**config.mk**
```make
export PLATFORM = sky130hd
export DESIGN_NAME = vga_sync_decoder
export DESIGN_NICKNAME = d
export VERILOG_FILES = /design/src/rtl/vga_sync_decoder.sv
export SDC_FILE = /design/constraint.sdc
export NUM_CORES = 1
export LEC_CHECK = 0
export BUFFER_PORTS_ARGS = -buffer_cell sky130_fd_sc_hd__buf_2
export CORE_MARGIN = 1
export CORE_UTILIZATION = 50
export CTS_CLUSTER_DIAMETER = 50
export CTS_CLUSTER_SIZE = 12
export DETAILED_ROUTE_END_ITERATION = 16
export GPL_TIMING_DRIVEN = 0
export PLACE_DENSITY = 0.81
export SYNTH_ARGS = -nofsm -noshare
export SYNTH_HDL_FRONTEND = slang
export SYNTH_SLANG_ARGS = --single-unit
```
**constraint.sdc**
```tcl
create_clock -name clk25175KHz -period 2.78 [get_ports clk25175KHz]
set_input_delay 0.556 -clock clk25175KHz [delete_from_list [all_inputs] [get_ports clk25175KHz]]
set_output_delay 0.556 -clock clk25175KHz [all_outputs]
set_load 0.02 [all_outputs]
```
**src/rtl/vga_sync_decoder.sv**
```systemverilog
// Receive-side VGA timing checker: recovers pixel coordinates from an active-low
// hSync/vSync pair, verifies every sync edge against nominal timing and reports lock.
module vga_sync_decoder #(
    parameter int H_TOTAL  = 800,
    parameter int H_SYNC   = 96,
    parameter int H_BP     = 48,
    parameter int H_ACTIVE = 640,
    parameter int V_TOTAL  = 525,
    parameter int V_SYNC   = 2,
    parameter int V_BP     = 33,
    parameter int V_ACTIVE = 480
) (
    input  logic       clk25175KHz,
    input  logic       reset_n,
    input  logic       hSync,
    input  logic       vSync,
    output logic       locked,
    output logic       de,
    output logic [9:0] px_x,
    output logic [9:0] px_y,
    output logic       frame_start,
    output logic       sync_err,
    output logic [1:0] err_code
);
    localparam logic [9:0] H_SYNC_LAST = 10'(H_SYNC - 1);
    localparam logic [9:0] H_LAST      = 10'(H_TOTAL - 1);
    localparam logic [9:0] V_SYNC_LAST = 10'(V_SYNC - 1);
    localparam logic [9:0] V_LAST      = 10'(V_TOTAL - 1);
    localparam logic [9:0] H_DE_FIRST  = 10'(H_SYNC + H_BP);
    localparam logic [9:0] H_DE_END    = 10'(H_SYNC + H_BP + H_ACTIVE);
    localparam logic [9:0] V_DE_FIRST  = 10'(V_SYNC + V_BP);
    localparam logic [9:0] V_DE_END    = 10'(V_SYNC + V_BP + V_ACTIVE);
    localparam logic [9:0] CNT_MAX     = 10'h3FF;

    typedef enum logic [1:0] {
        SEARCH  = 2'd0,
        ACQUIRE = 2'd1,
        LOCKED  = 2'd2
    } state_t;

    state_t     state, state_nxt;
    logic [9:0] h_cnt, v_cnt, h_nxt, v_nxt;
    logic       hs_prev, vs_prev;
    logic       hfall, hrise, vfall, vrise, frame_edge;
    logic [3:0] err_vec;
    logic       err_any;
    logic [1:0] code_nxt;
    logic       locked_nxt, de_nxt, frame_start_nxt;
    logic [9:0] px_x_nxt, px_y_nxt;

    assign hfall      = hs_prev & ~hSync;
    assign hrise      = ~hs_prev & hSync;
    assign vfall      = vs_prev & ~vSync;
    assign vrise      = ~vs_prev & vSync;
    assign frame_edge = vfall & hfall;

    always_comb begin
        // NOTE: every signal written here gets a default first, so no path can leave one unassigned and infer a latch.
        h_nxt           = (h_cnt == CNT_MAX) ? h_cnt : h_cnt + 10'd1;
        v_nxt           = v_cnt;
        state_nxt       = state;
        frame_start_nxt = 1'b0;
        code_nxt        = err_code;

        if (hfall) begin
            h_nxt = '0;
            if (vfall)
                v_nxt = '0;
            else if (v_cnt != CNT_MAX)
                v_nxt = v_cnt + 10'd1;
        end

        // Bit index equals the reported error code.
        err_vec[0] = hrise & (h_cnt != H_SYNC_LAST);
        err_vec[1] = hfall ? (h_cnt != H_LAST) : (h_cnt == H_LAST);
        err_vec[2] = ((vfall | vrise) & ~hfall) | (vrise & (v_cnt != V_SYNC_LAST));
        err_vec[3] = vfall ? (v_cnt != V_LAST) : (hfall & (v_cnt == V_LAST));
        err_any    = (state != SEARCH) && (err_vec != 4'b0000);

        case (state)
            SEARCH: begin
                if (frame_edge)
                    state_nxt = ACQUIRE;
            end
            ACQUIRE, LOCKED: begin
                if (err_any) begin
                    state_nxt = SEARCH;
                end else if (frame_edge) begin
                    state_nxt       = LOCKED;
                    frame_start_nxt = 1'b1;
                end
            end
            default: state_nxt = SEARCH;
        endcase

        // Lowest code wins, so it is tested last.
        if (err_any) begin
            if (err_vec[3]) code_nxt = 2'd3;
            if (err_vec[2]) code_nxt = 2'd2;
            if (err_vec[1]) code_nxt = 2'd1;
            if (err_vec[0]) code_nxt = 2'd0;
        end

        locked_nxt = (state_nxt == LOCKED);
        de_nxt     = locked_nxt
                     && (h_nxt >= H_DE_FIRST) && (h_nxt < H_DE_END)
                     && (v_nxt >= V_DE_FIRST) && (v_nxt < V_DE_END);
        px_x_nxt   = de_nxt ? h_nxt - H_DE_FIRST : '0;
        px_y_nxt   = de_nxt ? v_nxt - V_DE_FIRST : '0;
    end

    // NOTE: sequential state uses non-blocking assignments so every register samples pre-edge values.
    always_ff @(posedge clk25175KHz or negedge reset_n) begin
        if (!reset_n) begin
            state       <= SEARCH;
            h_cnt       <= '0;
            v_cnt       <= '0;
            hs_prev     <= 1'b1;
            vs_prev     <= 1'b1;
            locked      <= 1'b0;
            de          <= 1'b0;
            px_x        <= '0;
            px_y        <= '0;
            frame_start <= 1'b0;
            sync_err    <= 1'b0;
            err_code    <= '0;
        end else begin
            state       <= state_nxt;
            h_cnt       <= h_nxt;
            v_cnt       <= v_nxt;
            hs_prev     <= hSync;
            vs_prev     <= vSync;
            locked      <= locked_nxt;
            de          <= de_nxt;
            px_x        <= px_x_nxt;
            px_y        <= px_y_nxt;
            frame_start <= frame_start_nxt;
            sync_err    <= err_any;
            err_code    <= code_nxt;
        end
    end
endmodule

```
# ---- Word level (Yosys, flattened, before mapping)
# Cells that the tools add are included.
dict set report totals {
  register_bits 50
  input_bits 4
}
dict set report classes {
  n_eq_ne 11
  bitwise_logic 16
  mux 20
  n_lt_le_gt_ge 4
  n_addsub 4
  reduce_logical 10
}
# cell count
set op_table {}
lappend op_table {{two-way mux 10 bit} 7}
lappend op_table {{equality test 10 bit (second input constant)} 3}
lappend op_table {{inequality test 10 bit (second input constant)} 3}
lappend op_table {{adder 10 x 1 -> 10 bit (second input constant)} 2}
lappend op_table {{< comparator 10 bit (second input constant)} 2}
lappend op_table {{two-way mux 2 bit} 7}
lappend op_table {{greater-or-equal comparator 10 x 6 -> 1 bit (second input constant)} 1}
lappend op_table {{greater-or-equal comparator 10 x 8 -> 1 bit (second input constant)} 1}
lappend op_table {{inequality test 10 x 1 -> 1 bit (second input constant)} 1}
lappend op_table {{inequality test 10 x 7 -> 1 bit (second input constant)} 1}
lappend op_table {{subtractor 10 x 6 -> 10 bit (second input constant)} 1}
lappend op_table {{subtractor 10 x 8 -> 10 bit (second input constant)} 1}
lappend op_table {{AND 1 bit} 9}
lappend op_table {{logical AND 1 bit} 5}
lappend op_table {{two-way mux 1 bit} 5}
lappend op_table {{inverter 1 bit} 5}
lappend op_table {{equality test 2 bit (second input constant)} 2}
lappend op_table {{one-hot mux 2 bit (2 select lines)} 1}
lappend op_table {{nonzero test 4 bit} 1}
lappend op_table {{equality test 2 x 1 -> 1 bit (second input constant)} 1}
lappend op_table {{zero test 2 bit} 1}
lappend op_table {{bitwise OR 1 bit} 2}
lappend op_table {{AND reduction 2 bit} 1}
lappend op_table {{nonzero test 2 bit} 1}
lappend op_table {{OR reduction 2 bit} 1}

# ---- Depth between registers and ports, before layout
# Gate-level depths: netlist of the first run.
dict set report depth {
  word_depth 15
  mapped_depth 12
  ltp_nobuf 11
}

# ---- Worst setup path after synthesis of the first run
# OpenSTA, ideal clock, no wires.
dict set report synth_path {
  kind {input port to flip-flop}
  start {input port vSync}
  end {register px_y[3]}
  cell_stages 12
  setup_slack_ns -0.041
  setup_ns 0.119
  path_buffers 2
  arrival_time_ns 2.702
  cell_sequence {inv_1 > ha_1 > clkbuf_1 > nand2b_1 > o41ai_1 > a22o_1 > ha_1 > nor4_2 > o31ai_2 > o211ai_4 > buf_6 > nor2_2}
}
dict set report synth_between {
  elab_cells_between_ends 26
  cone_classes {1 x add/sub; 2 x order compare; 1 x eq/ne; 8 x mux; 8 x bitwise; 6 x reduce/logical}
}
# element line_no
set synth_lines {}
lappend synth_lines {{from (decl)} 16} ;# input logic vSync,
lappend synth_lines {{inverter 1 bit (*)} 53} ;# assign vfall = vs_prev & ~vSync;
lappend synth_lines {{AND 1 bit (*)} 53}
lappend synth_lines {{two-way mux 10 bit (*)} 67} ;# if (vfall)
lappend synth_lines {{two-way mux 10 bit (*)} 65} ;# if (hfall) begin
lappend synth_lines {{net v_nxt[0]} 42} ;# logic [9:0] h_cnt, v_cnt, h_nxt, v_nxt;
lappend synth_lines {{greater-or-equal comparator 10 x 6 -> 1 bit} 107} ;# && (v_nxt >= V_DE_FIRST) && (v_nxt < V_DE_END);
lappend synth_lines {{logical AND 1 bit (2 in series)} 107}
lappend synth_lines {{two-way mux 10 bit (*)} 109} ;# px_y_nxt = de_nxt ? v_nxt - V_DE_FIRST : '0;
lappend synth_lines {{net px_y_nxt[3]} 49} ;# logic [9:0] px_x_nxt, px_y_nxt;
lappend synth_lines {{to (signal assigned)} 136} ;# px_y <= px_y_nxt;
lappend synth_lines {{to (decl)} 20} ;# output logic [9:0] px_y,
# The timed path passes the listed nets; every way through them passes the cells marked *.
# A chain may end at the register's enable or synchronous reset.

# ---- Worst setup path in the final report of the first run
dict set report layout_path {
  start {register v_cnt[3]}
  end {register px_y[8]}
}
dict set report layout_between {
  elab_cells_between_ends 25
  cone_classes {2 x add/sub; 2 x order compare; 5 x eq/ne; 7 x mux; 3 x bitwise; 6 x reduce/logical}
}
# element line_no
set layout_lines {}
lappend layout_lines {{from (decl)} 42}
lappend layout_lines {{from (signal assigned)} 130} ;# v_cnt <= v_nxt;
lappend layout_lines {{inequality test 10 bit (*)} 69} ;# else if (v_cnt != CNT_MAX)
lappend layout_lines {{two-way mux 10 bit (*)} 69}
lappend layout_lines {{two-way mux 10 bit (*)} 67}
lappend layout_lines {{two-way mux 10 bit (*)} 65}
lappend layout_lines {{net v_nxt[1]} 42}
lappend layout_lines {{greater-or-equal comparator 10 x 6 -> 1 bit} 107}
lappend layout_lines {{logical AND 1 bit (2 in series)} 107}
lappend layout_lines {{two-way mux 10 bit (*)} 109}
lappend layout_lines {{net px_y_nxt[8]} 49}
# Marked as above.

==> results of run 1 <==
## final timing paths
check	start	end	slack, ps	cells past startpoint
setup reg to reg	v_cnt[3]$_DFF_PN0_	px_y[8]$_DFF_PN0_	-9	10
hold / removal	vSync	vs_prev$_DFF_PN1_	360	1
min in group asynchronous	reset_n	frame_start$_DFF_PN0_	450	1
max in group asynchronous	reset_n	h_cnt[0]$_DFF_PN0_	1560	1
setup / recovery	v_cnt[3]$_DFF_PN0_	px_y[8]$_DFF_PN0_	-9	10
hold reg to reg	err_code[0]$_DFFE_PN0P_	err_code[0]$_DFFE_PN0P_	490	2
## layout make-up
cell class / count / area [um^2]
clock inverter: 3 / 22.5
fill: 433 / 1950
inverter: 22 / 82.6
sequential: 50 / 1260
clock buffer: 5 / 68.8
tap: 72 / 90.1
multi-input combinational: 206 / 1610
timing repair buffer: 61 / 383
buffer: 12 / 83.8
## power by group through the flow
stage / clock [mW] / sequential [mW] / combinational, mW
5_1_grt: 0.490 / 0.886 / 0.715
6_report: 0.450 / 0.877 / 0.657
3_5_place_dp: 0 / 0.882 / 0.540
4_1_cts: 0.457 / 0.871 / 0.556
2_1_floorplan: 0 / 0.898 / 0.382
3_3_place_gp: 0 / 0.878 / 0.531
## metrics by stage
step                      TNS [ps]  instance area, um^2  power, mW  hold slack [ps]
after floorplan                  0                 2880       1.28              260
after global placement       -8800                 3120       1.41              466
after detailed placement     -9140                 3120       1.42              470
after CTS                        0                 3370       1.88              363
after global routing         -1440                 3590       2.09              355
final                        -17.6                 3590       1.98              362
## critical path, cell delays in order, from the launching register on
cell                       delay (ps)
sky130_fd_sc_hd__dfrtp_1          420
sky130_fd_sc_hd__buf_6            140
sky130_fd_sc_hd__nand4_1          220
sky130_fd_sc_hd__o31ai_2          330
sky130_fd_sc_hd__o221ai_2         220
sky130_fd_sc_hd__ha_4             220
sky130_fd_sc_hd__nor4_4           420
sky130_fd_sc_hd__and4_4           310
sky130_fd_sc_hd__o211ai_4         130
sky130_fd_sc_hd__buf_4            180
sky130_fd_sc_hd__a21oi_1          130
## logic make-up after synthesis
family / after synthesis / share of synthesized area, %
AOI/OAI and AO/OA: 73 / 21.1
xor gates and xnor gates: 13 / 3.96
adders and majority gates: 11 / 4.79
buffers and inverters: 35 / 5.09
DFF: 50 / 43.6
muxes: 2 / 0.696
and+or+nand+nor: 107 / 20.7
## what timing repair did
item / CTS / global route
buffers inserted: 15 / 17
endpoints found under the setup margin: 21 / 21
pin swaps: 5 / 9
endpoints found under the hold margin: 0 / 0
gates resized for setup: 17 / 26
## flip-flops by register name (all words and copies together) (netlist names)
signal / cells
locked: 1
v_cnt: 10
px_y: 10
hs_prev: 1
err_code: 2
frame_start: 1
h_cnt: 10
vs_prev: 1
state: 2
sync_err: 1
de: 1
px_x: 10
## per-layer routing
metal / global-route usage [%] / vias to the layer above / part of all wire, % / wire length, um
met5: 0 / - / 0 / 0
met4: 9.43 / 0 / 2.4 / 182
met3: 4.12 / 20 / 6.9 / 523
met2: 38.1 / 125 / 48 / 3620
met1: 33.8 / 1230 / 43 / 3280
li1: - / 1204 / - / -
## layout by cell type, fill, tap and decap left out, types with 3 or more instances in the layout
cell type,instances
sky130_fd_sc_hd__o31a_1,3
sky130_fd_sc_hd__ha_1,6
sky130_fd_sc_hd__nand4_1,8
sky130_fd_sc_hd__nand3_1,9
sky130_fd_sc_hd__a31oi_1,4
sky130_fd_sc_hd__inv_1,21
sky130_fd_sc_hd__clkbuf_1,5
sky130_fd_sc_hd__ha_2,3
sky130_fd_sc_hd__buf_4,31
sky130_fd_sc_hd__dfrtp_2,4
sky130_fd_sc_hd__nor3_1,6
sky130_fd_sc_hd__and4_1,3
sky130_fd_sc_hd__xnor2_1,10
sky130_fd_sc_hd__dfrtp_1,44
sky130_fd_sc_hd__o21ai_0,8
sky130_fd_sc_hd__a21oi_1,12
sky130_fd_sc_hd__xor2_1,3
sky130_fd_sc_hd__and2_1,4
sky130_fd_sc_hd__nor2_1,28
sky130_fd_sc_hd__o31ai_1,4
sky130_fd_sc_hd__clkbuf_8,5
sky130_fd_sc_hd__clkbuf_4,3
sky130_fd_sc_hd__buf_2,29
sky130_fd_sc_hd__nor2_2,12
sky130_fd_sc_hd__or3_1,3
sky130_fd_sc_hd__a2bb2oi_1,3
sky130_fd_sc_hd__nand2b_1,4
sky130_fd_sc_hd__and3_1,5
sky130_fd_sc_hd__o211ai_1,4
sky130_fd_sc_hd__nand2_1,8
==> metrics.yaml, run 1 <==
synth:
  synth_async_sr_flop_share_pct: 100
  post-synth-top-count-cell: "sky130_fd_sc_hd__dfrtp_1"
  synth-edff-count: 0
  syn-cell-area_um2: 2880
  ys_dominant_reg_cell: "sky130_fd_sc_hd__dfrtp_1"
  synth_cell_type_count: 63
  synthDominantCellAreaShare_pct: 41.8
  synth-seq-area-share_pct: 43.6
  postSynthCellCount: 291
  synth_common_cells: "sky130_fd_sc_hd__dfrtp_1, sky130_fd_sc_hd__nor2_1, sky130_fd_sc_hd__inv_1"
  ys_ff_latch: 50
  yosys-top-cells-area: "sky130_fd_sc_hd__dfrtp_1, sky130_fd_sc_hd__ha_1, sky130_fd_sc_hd__nor2_1"
  synth-warning-count: 0
  yosys.area.top_type: "sky130_fd_sc_hd__dfrtp_1"
  syn_avg_cell_area_um2: 9.88
  synth.net_count: 306
clock_tree:
  root_buffer: "sky130_fd_sc_hd__clkbuf_8"
  cts_buffer_depth: 2
  cts_sinks: 50
  tritoncts: "built"
  cts_hold_buffers: 0
  htreeDepth: 2
  clkSlewWorstSetupHoldPaths_ps: 100
  clk_latency_ps: 310
  clock_buffers_created_by_tritoncts: 5
power_and_ir_drop:
  comb_power_share_pct: 33.1
  p_leak_nw: 1.72
  p_clk_share_pct: 22.7
  share_seq_of_total_power_pct: 44.2
  cellPowerDensity_nw_per_um2: 552
  power_switching_share_pct: 36.4
  ir_worst_vdd_uv: 271
  p_int_mw: 1.26
  total_switching_power_uw: 723
cells_and_area:
  final_layout_size_suffix_gt1_share_pct: 35.4
  layout.nets: 373
  relative_area_change_from_synthesis_to_final_layout_pct: 25.0
  n_antenna_cell: 0
  final-instance-count-excl-fill: 431
  finish.utilization_pct: 64.9
worst_hold_path:
  worstHoldPathType: "in2reg"
sta:
  worst_pin_slew_ps: 1120
  timing.final.ws_setup_ps: -9.15
  hold_viol: 0
  clock.fmax_mhz: 359
  timing_max_transition_violations_final: 0
  total_of_endpoints_with_negative_setup_slack_in_the_final_report: 2
  min_period_over_period_pct: 100
  maxSlewHeadroom_pct: 25.4
  rsz0062_at_grt: "yes"
  clock_skew_ps: 7.78
  period_minus_slack_ps: 2790
detailed_routing:
  first_drt_pass_iteration_count: 5
  postRouteAntennaNets: 0
  ratio_of_routed_vias_to_standard_cells: 5.98
  drt_iter0_markers: 216
  wl_mm: 7.61
  detailroute.via_count: 2579
  routed_wire_length_per_instance_um: 17.7
  drc: 0
global_routing:
  grtUsageTotal_pct: 24.4
  antenna_violations_before_repair: 0
  grt_start_max_net_pins: 51
  gr-total-overflow: 0
  wire_length_of_the_first_global_routing_pass_mm: 11.5
  grt_pass1_vias: 2372
die:
  fp.dieArea_um2: 6060
  fp-row-count: 27
  die_w_um: 77.8
  fp.dieH_um: 77.8
  core-area_um2: 5540
  initial_core_util_pct: 51.9
  io-pin-count: 30
worst_setup_path:
  critical_path_arrival_ps: 3030
  timing.critical_path.fanout_max: 6
  worstSetupStartpointType: "flop"
  timing.critical_path.to_type: "flop"
  timing.setup.critical_path_class: "reg2reg"
  timing.critical_path.required_ps: 3020
placed_design:
  placement.setup.worst_slack_ps: -506
  gp_congestion: 0.891
  buffer_ports.inserted: 29
  placedCellCount: 392
  dpl.hpwl_mm: 4.54
run:
  max_cap_violations: 0
run_status:
  run_status: "finished, violations left"
  failed_checks: "negative setup slack"
Note: power is estimated with default switching activity, not from simulation.
==> run 2: changes to the inputs <==
- PLACE_DENSITY: 0.81 -> 0.76
- clock period: 2.78 -> 2.4 ns (I/O delays scaled with it)
==> run 2 against run 1 <==
The run still ends with negative setup slack left. Die area stayed put. Combinational power is 57% higher. Total power is 34% higher. Global-route usage is 3.4 points higher. Via count is 6.3% higher. Cell area is 13% higher. Clock power is 38% higher. Flip-flop and latch count stayed put. First-iteration DRC count is 9.7% higher. Cell count is 3.5% higher.
==> metrics.yaml, run 2 (synthesis results as in run 1) <==
run_status:
  run_status: "finished, violations left"
  failed_checks: "negative setup slack"
cells_and_area:
  relative_area_change_from_synthesis_to_final_layout_pct: 40.8
  final_cell_mix: "sky130_fd_sc_hd__buf_4, sky130_fd_sc_hd__dfrtp_1, sky130_fd_sc_hd__buf_2, sky130_fd_sc_hd__nor2_1, sky130_fd_sc_hd__inv_1"
  ff_latch_area_um2: 1260  # +0.30%
  area_used_by_multi_input_combinational_logic_um2: 1830  # +14%
  n_antenna_cell: 0  # unchanged
  final_common_cell: "sky130_fd_sc_hd__buf_4"
  final-instance-count-excl-fill: 446  # +3.5%
  finish.utilization_pct: 73.1  # +8.2 points
  final_layout_size_suffix_gt1_share_pct: 46.0  # +11 points
  filler_cell_count: 382  # -12%
  layout.nets: 388  # +4.0%
power_and_ir_drop:
  p_leak_nw: 1.86  # +8.4%
  cellPowerDensity_nw_per_um2: 655  # +19%
  p_int_mw: 1.72  # +36%
  total_switching_power_uw: 934  # +29%
  power_switching_share_pct: 35.2  # -1.2 points
  ir_worst_vdd_uv: 613  # +130%
  share_seq_of_total_power_pct: 37.5  # -6.7 points
  comb_power_share_pct: 39.0  # +5.9 points
  p_clk_share_pct: 23.5  # +0.8 points
global_routing:
  wire_length_of_the_first_global_routing_pass_mm: 13.0  # +14%
  grt_start_max_net_pins: 51  # unchanged
  grtUsageTotal_pct: 27.8  # +3.4 points
  antenna_violations_before_repair: 0  # unchanged
  grt_pass1_vias: 2733  # +15%
  gr-total-overflow: 0  # unchanged
sta:
  clock_skew_ps: 11.6  # +3.81 ps
  timing_max_transition_violations_final: 0  # unchanged
  total_of_endpoints_with_negative_setup_slack_in_the_final_report: 22  # +20
  setup_total_negative_slack_ps: -5220  # -5200 ps
  period_minus_slack_ps: 2670  # -123 ps
  rsz0062_at_grt: "yes"
  hold_viol: 0  # unchanged
  clock.fmax_mhz: 375  # +4.6%
  timing.final.ws_setup_ps: -267  # -257 ps
  worst_pin_slew_ps: 1080  # -42.8 ps
  min_period_over_period_pct: 111  # +11 points
  fin_worst_hold_slack_ps: 288  # -74.3 ps
  maxSlewHeadroom_pct: 28.3  # +2.9 points
die:
  io-pin-count: 30  # unchanged
  initial_core_util_pct: 51.9  # unchanged
  fp.dieArea_um2: 6060  # unchanged
  die_w_um: 77.8  # unchanged
  core-area_um2: 5540  # unchanged
  fp.dieH_um: 77.8  # unchanged
  fp-row-count: 27  # unchanged
worst_setup_path:
  timing.critical_path.required_ps: 2610  # -410 ps
  timing.setup.critical_path_class: "reg2reg"
  timing.critical_path.fanout_max: 10  # +4
  worstSetupStartpointType: "flop"
  critical_path_arrival_ps: 2880  # -150 ps
  regToRegSetupSlack_ps: -270  # -260 ps
  timing.critical_path.to_type: "flop"
placed_design:
  dpl.hpwl_mm: 4.60  # +1.3%
  gp_congestion: 0.895  # +0.47%
  placement.setup.worst_slack_ps: -701  # -195 ps
  placedCellCount: 392  # unchanged
  buffer_ports.inserted: 29  # unchanged
clock_tree:
  cts_sinks: 50  # unchanged
  tritoncts: "built"
  cts_buffer_depth: 2  # unchanged
  root_buffer: "sky130_fd_sc_hd__clkbuf_8"
  cts_hold_buffers: 0  # unchanged
  htreeDepth: 2  # unchanged
  clock_buffers_created_by_tritoncts: 5  # unchanged
  clk_latency_ps: 310  # about the same
  clkSlewWorstSetupHoldPaths_ps: 100  # about the same
detailed_routing:
  drt_iter0_markers: 237  # +9.7%
  wl_mm: 8.37  # +10%
  routed_wire_length_per_instance_um: 18.8  # +6.3%
  first_drt_pass_iteration_count: 6  # +1
  drc: 0  # unchanged
  ratio_of_routed_vias_to_standard_cells: 6.15  # +2.7%
  postRouteAntennaNets: 0  # unchanged
  detailroute.via_count: 2741  # +6.3%
run:
  max_cap_violations: 0  # unchanged
worst_hold_path:
  worstHoldPathType: "in2reg"
-- run 2: cell count changes in the layout (fill, tap and decap cells not counted), moves of 3 or more --
cell	before	now
sky130_fd_sc_hd__dfrtp_2	4	7
sky130_fd_sc_hd__and4_4	1	4
sky130_fd_sc_hd__dfrtp_1	44	41
sky130_fd_sc_hd__a2111oi_4	1	4
sky130_fd_sc_hd__buf_6	2	6
sky130_fd_sc_hd__clkbuf_1	5	0
sky130_fd_sc_hd__buf_4	31	45
sky130_fd_sc_hd__inv_1	21	15
sky130_fd_sc_hd__inv_2	1	6
-- run 2: power by group through the flow --
stage | sequential, mW | combinational (mW) | clock (mW)
3_3_place_gp | 1.02 | 0.637 | 0
6_report | 0.995 | 1.03 | 0.622
5_1_grt | 1.00 | 1.12 | 0.653
4_1_cts | 0.989 | 0.861 | 0.632
2_1_floorplan | 1.04 | 0.464 | 0
3_5_place_dp | 1.02 | 0.653 | 0
-- run 2: cell type report --
type | count | share of cell area (%)
Clock buffer | 5 | 1.70
Sequential cell | 50 | 31.2
Buffer | 7 | 2.16
Clock inverter | 3 | 1.17
Tap cell | 72 | 2.23
Timing Repair Buffer | 81 | 14.1
Multi-Input combinational cell | 206 | 45.3
Inverter | 22 | 2.10
-- run 2: worst paths after layout --
check | depth (start not counted) | endpoint | start
worst max-delay path | 12 | px_y[1]$_DFF_PN0_ | v_cnt[6]$_DFF_PN0_
worst min-delay path | 1 | vs_prev$_DFF_PN1_ | vSync
worst max register to register | 12 | px_y[1]$_DFF_PN0_ | v_cnt[6]$_DFF_PN0_
worst min register to register | 2 | err_code[0]$_DFFE_PN0P_ | err_code[0]$_DFFE_PN0P_
max in group asynchronous | 1 | v_cnt[0]$_DFF_PN0_ | reset_n
min in group asynchronous | 1 | h_cnt[7]$_DFF_PN0_ | reset_n
-- run 2: routing by layer --
metal	part of all wire (%)	wire length, um	vias to the layer above	GRT usage (%)
met4	2.7	227	0	12.1
li1	-	-	1233	-
met1	39	3230	1351	34.7
met5	0	0	-	0
met3	6.7	557	28	6.00
met2	52	4360	129	46.3
-- run 2: worst max-delay path, stage by stage (launching register included) --
cell                       delay, ps
sky130_fd_sc_hd__dfrtp_1         350
sky130_fd_sc_hd__clkbuf_4        210
sky130_fd_sc_hd__nand4_1         140
sky130_fd_sc_hd__buf_4           190
sky130_fd_sc_hd__o31ai_4         220
sky130_fd_sc_hd__o221ai_4        170
sky130_fd_sc_hd__ha_4            200
sky130_fd_sc_hd__nor4_4          250
sky130_fd_sc_hd__buf_4           180
sky130_fd_sc_hd__o31ai_4          60
sky130_fd_sc_hd__o211ai_4        330
sky130_fd_sc_hd__inv_2           110
sky130_fd_sc_hd__and2_1          150
-- run 2: timing repair --
item / 4_1_cts / 5_1_grt
setup endpoints to repair: 23 / 27
hold endpoints to repair: 0 / 0
buffers inserted: 39 / 13
pin swaps: 18 / 17
resized for setup: 50 / 36
-- run 2: per-stage QoR --
stage               instance area, um^2  power [mW]
CTS                                3790        2.48
finish                             4050        2.65
global route                       4050        2.78
detailed placement                 3200        1.68
floorplan                          2960        1.51
global placement                   3200        1.66
